### config.mk
export PLATFORM = sky130hd
export DESIGN_NAME = ll_window_detector
export DESIGN_NICKNAME = d
export VERILOG_FILES = /design/src/rtl/ll_window_detector.sv
export SDC_FILE = /design/constraint.sdc
export NUM_CORES = 1
export LEC_CHECK = 0
export ABC_AREA = 0
export CAP_MARGIN = 20
export CORE_MARGIN = 2
export CORE_UTILIZATION = 45
export DETAILED_ROUTE_END_ITERATION = 10
export DONT_BUFFER_PORTS = 1
export GPL_ROUTABILITY_DRIVEN = 1
export GPL_TIMING_DRIVEN = 1
export PLACE_DENSITY = 0.59
export SLEW_MARGIN = 20
export SYNTH_ARGS = -nofsm -noshare
export SYNTH_HDL_FRONTEND = slang
export SYNTH_SLANG_ARGS = --single-unit
### constraint.sdc
create_clock -name clk -period 5.43 [get_ports clk]
set_input_delay 0.8145 -clock clk [delete_from_list [all_inputs] [get_ports clk]]
set_output_delay 0.8145 -clock clk [all_outputs]
set_load 0.03 [all_outputs]
### src/rtl/ll_window_detector.sv
// ll_window_detector
// Sliding-window sum of line-length samples with hysteretic threshold detect.
//
// state | meaning
// ------+-----------------------------------------------------------------
// FILL  | window not yet full; outgoing term forced to 0, no sum_valid
// RUN   | window full; each sample replaces the oldest entry, sum_valid pulses
module ll_window_detector #(
  parameter int input_width = 33,
  parameter int WIN_LEN     = 16,
  parameter int LOG2_WIN    = 4,
  parameter int HOLD        = 3
) (
  input  logic                            clk,
  input  logic                            rst,
  input  logic [input_width-1:0]          din,
  input  logic                            data_valid,
  input  logic [input_width+LOG2_WIN-1:0] thresh,
  output logic [input_width+LOG2_WIN-1:0] win_sum,
  output logic                            sum_valid,
  output logic                            detect,
  output logic                            err
);

  localparam int SW  = input_width + LOG2_WIN;
  localparam int HCW = (HOLD < 2) ? 1 : $clog2(HOLD);
  localparam logic [LOG2_WIN-1:0] CNT_LAST = LOG2_WIN'(WIN_LEN - 1);
  localparam logic [HCW-1:0]      HC_LAST  = HCW'(HOLD - 1);

  typedef enum logic {FILL, RUN} state_t;

  state_t                 state;
  logic [input_width-1:0] mem [WIN_LEN];
  logic [LOG2_WIN-1:0]    wr_ptr;
  logic [LOG2_WIN-1:0]    cnt;
  logic [HCW-1:0]         hcnt;

  logic [input_width-1:0] sample;
  logic [SW-1:0]          add_term;
  logic [SW-1:0]          sub_term;
  logic                   exceed;

  // Negative samples are clamped to zero; the stored entry is the clamped value.
  always_comb begin
    sample   = din[input_width-1] ? '0 : din;
    add_term = SW'(sample);
    sub_term = (state == RUN) ? SW'(mem[wr_ptr]) : '0;
    exceed   = (win_sum > thresh);
  end

  // Circular sample buffer; never cleared, FILL masks stale entries.
  always_ff @(posedge clk) begin
    if (!rst && data_valid) mem[wr_ptr] <= sample;
  end

  // Window FSM: pointer, fill count, running sum and the sum_valid pulse.
  always_ff @(posedge clk) begin
    if (rst) begin
      state     <= FILL;
      wr_ptr    <= '0;
      cnt       <= '0;
      win_sum   <= '0;
      sum_valid <= 1'b0;
    end else begin
      sum_valid <= 1'b0;
      if (data_valid) begin
        win_sum <= win_sum + add_term - sub_term;
        wr_ptr  <= wr_ptr + 1'b1;
        case (state)
          FILL: begin
            cnt <= cnt + 1'b1;
            if (cnt == CNT_LAST) begin
              state     <= RUN;
              sum_valid <= 1'b1;
            end
          end
          RUN: sum_valid <= 1'b1;
          default: state <= FILL;
        endcase
      end
    end
  end

  // Hysteresis: HOLD consecutive opposing windows flip detect, evaluated the cycle after sum_valid.
  always_ff @(posedge clk) begin
    if (rst) begin
      hcnt   <= '0;
      detect <= 1'b0;
    end else if (sum_valid) begin
      if (exceed != detect) begin
        if (hcnt == HC_LAST) begin
          detect <= ~detect;
          hcnt   <= '0;
        end else begin
          hcnt <= hcnt + 1'b1;
        end
      end else begin
        hcnt <= '0;
      end
    end
  end

  // Sticky error on any valid negative sample.
  always_ff @(posedge clk) begin
    if (rst) err <= 1'b0;
    else if (data_valid && din[input_width-1]) err <= 1'b1;
  end

endmodule
==> results.py <==
metrics = {
    "outcome": {
        "status": "finished clean",
    },
    "floorplanning": {
        "fp.dieW_um": 243,
        "core_region_area_mm2": 0.0564,
        "initial_core_util_pct": 45.5,
        "io_pins": 113,
        "dieArea_mm2": 0.0589,
        "rows": 87,
        "die_height_um": 243,
    },
    "place": {
        "dpl_worst_slack_ps": 391,
        "routabilityCongestion": 0.886,
        "hpwl_um": 37300,
        "dp.cells": 2293,
        "io_buffers": 0,
    },
    "sta": {
        "finalCriticalPeriod_ps": 5020,
        "fin_ws_ps": 409,
        "tightest_slew_ps": 865,
        "fin_worst_skew_ps": 14.6,
        "finalMaxSlewViolations": 0,
        "max_freq_mhz": 199,
        "slew_headroom_pct": 42.2,
        "finalSetupViolations": 0,
        "period_share_pct": 92.5,
        "fin_tns_setup_ps": 0,
        "rsz0062_at_grt": "no",
        "hold_viol": 0,
    },
    "clock_tree": {
        "cts_buffers": 54,
        "clockBufferDepth": 3,
        "cts_sinks": 567,
        "cts-root-buf": "clkbuf_16",
        "clk_pin_slew_ps": 70,
        "cts_hold_repair.buffers": 0,
        "htreeDepth": 2,
        "cts_setup_buffers": 0,
        "post_cts_resized": 0,
        "cts_tree": "built",
        "clk_latency_ps": 610,
    },
    "layout": {
        "layout-drive-gt1-share_pct": 19.9,
        "fin_util_pct": 50.8,
        "fin_nets": 1777,
        "instances_no_fill": 2395,
        "fill_cells": 4666,
        "syn_to_final_growth_pct": 11.6,
    },
    "logic_synthesis": {
        "syn_area_mm2": 0.0257,
        "ys_ff_latch": 567,
        "synth-async-reset-ratio_pct": 0,
        "synth_cell_types": 70,
        "syn_inst": 1556,
        "syn_nets": 1740,
        "avgSynthCellArea_um2": 16.5,
        "yosysSeqAreaShare_pct": 64.2,
        "synth_warnings": 0,
        "synth-edff-count": 512,
        "synthFlopType": "edfxtp_1",
    },
    "routing": {
        "drt_wl_total_um": 59700,
        "vias": 13500,
        "vias_per_cell": 5.62,
        "routedWlPerCell_um": 24.9,
        "wl_met1_um": 26800,
        "met2WireLength_um": 28600,
        "drtPass1Iterations": 5,
        "antenna_left": 0,
        "top_layer": "met4",
        "route.met3.wl_um": 2900,
        "drc": 0,
        "initialDrtViolationCount": 1192,
    },
    "power_and_ir_drop": {
        "power_uw": 12400,
        "vdd_ir_drop_max_uv": 221,
        "leakage_uw": 0.0101,
        "power_density_mw_per_mm2": 432,
    },
    "setup_path": {
        "critPathArrivalTime_ps": 5520,
        "end_kind": "flop",
        "required_ps": 5930,
        "critPathLaunchType": "flop",
        "critPathMaxFanout": 10,
        "critical_path_class": "reg -> reg",
    },
    "grt": {
        "grt_max_degree": 57,
        "grt_pass1_vias": 14000,
        "grtUsageTotal_pct": 20.5,
        "overflow": 0,
        "grt_pass1_wl_um": 89700,
        "antenna_found_initial": 1,
    },
    "job": {
        "drv_cap": 0,
    },
    "worst_hold_path": {
        "hold_class": "in -> reg",
    },
}
## power breakdown
group	switching, µW	internal, µW
Sequential	438	4910
Clock	1610	1990
Combinational	1930	1510
## placed cells by master (no fill, tap or decap), drive strengths merged, types with 3 or more instances in the layout
cell type | netlist | layout
mux4 | 160 | 160
clkbuf | 40 | 63
nand4 | 12 | 12
fa | 32 | 32
a21o | 34 | 34
mux2i | 25 | 25
xor2 | 14 | 14
nor4 | 3 | 3
nor2 | 68 | 68
and3 | 5 | 5
bufinv | 0 | 3
nand2 | 47 | 47
o21ai | 25 | 25
ha | 79 | 79
buf | 24 | 45
a31oi | 7 | 7
a211oi | 3 | 3
o2111ai | 3 | 3
o221ai | 3 | 3
clkinv | 0 | 30
inv | 177 | 178
nand3 | 12 | 12
and2 | 32 | 32
clkinvlp | 0 | 3
nor2b | 9 | 9
dfxtp | 55 | 55
xnor2 | 24 | 24
nand2b | 40 | 40
o21a | 5 | 5
edfxtp | 512 | 512
o22ai | 4 | 4
and4 | 3 | 3
o21bai | 5 | 5
nor3 | 10 | 10
a21oi | 49 | 49
o31ai | 8 | 8
## Yosys cell counts, drive strengths merged (9+ instances only)
master  count  area share [%]
edfxtp    512              60
inv       177             2.6
mux4      160              14
ha         79             3.9
nor2       68            0.99
dfxtp      55             4.3
a21oi      49             1.0
nand2      47            0.69
clkbuf     40            0.59
nand2b     40            0.98
a21o       34             1.0
and2       32            0.78
fa         32             2.5
mux2i      25            0.98
o21ai      25            0.53
buf        24            0.48
xnor2      24            0.82
xor2       14            0.48
nand3      12            0.25
nand4      12            0.29
nor3       10            0.20
nor2b       9            0.22
## cell families after synthesis
family	count (synthesis)	synth area share [%]
xor+xnor	38	1.30
mux	186	15.1
compound gates	161	4.40
fa+ha+maj	111	6.35
buf+inv	241	3.66
flops	567	64.2
simple gates	252	5.03
## critical path, cell delays in order (launching register included)
cell and delay, ps:
dfxtp_4 490, buf_4 280, mux4_2 540, mux4_2 480, and2_1 190, fa_1 490
inv_1 50, ha_1 380, a21o_1 230, a21oi_2 210, a211oi_2 140, o21ai_1 270
nand3_2 210, a21bo_1 240, a31oi_2 170, mux2i_1 220, mux2_1 330
## per-layer routing
layer  vias up  track usage [%]
li1       5995                -
met3        83             3.14
met2       346             33.3
met4         0             5.58
met5         -                0
met1      7045             29.0
## path summary, 6_finish.rpt
kind | startpoint | endpoint | depth (start not counted) | slack (ps)
min reg2reg | cnt[3] | cnt[3] | 2 | 540
min | rst | detect | 1 | 280
max reg2reg | flop | win_sum[36] | 16 | 410
max | flop | win_sum[36] | 16 | 410
## registers in the layout, summed over array words and instances, names as in the netlist, named ones only
signal     count
cnt            4
detect         1
hcnt           2
win_sum       37
mem          512
state          1
err            1
wr_ptr         4
sum_valid      1
## cell type report
class / instances / area [µm²] / share of cell area [%]
timing repair buffer: 45 / 513 / 1.79
tap: 756 / 946 / 3.30
multi-input combinational: 748 / 8360 / 29.2
clock inverter: 37 / 272 / 0.948
antenna: 2 / 5.00 / 0.0175
inverter: 177 / 664 / 2.32
clock buffer: 63 / 1410 / 4.91
sequential: 567 / 16500 / 57.5
## stage by stage
stage,instance area (µm²),hold WS [ps]
floorplan,25700,479
global placement,27000,501
detailed placement,27000,518
CTS,28600,241
global route,28600,258
finish,28600,284
Note: power is estimated with default switching activity, not from simulation.
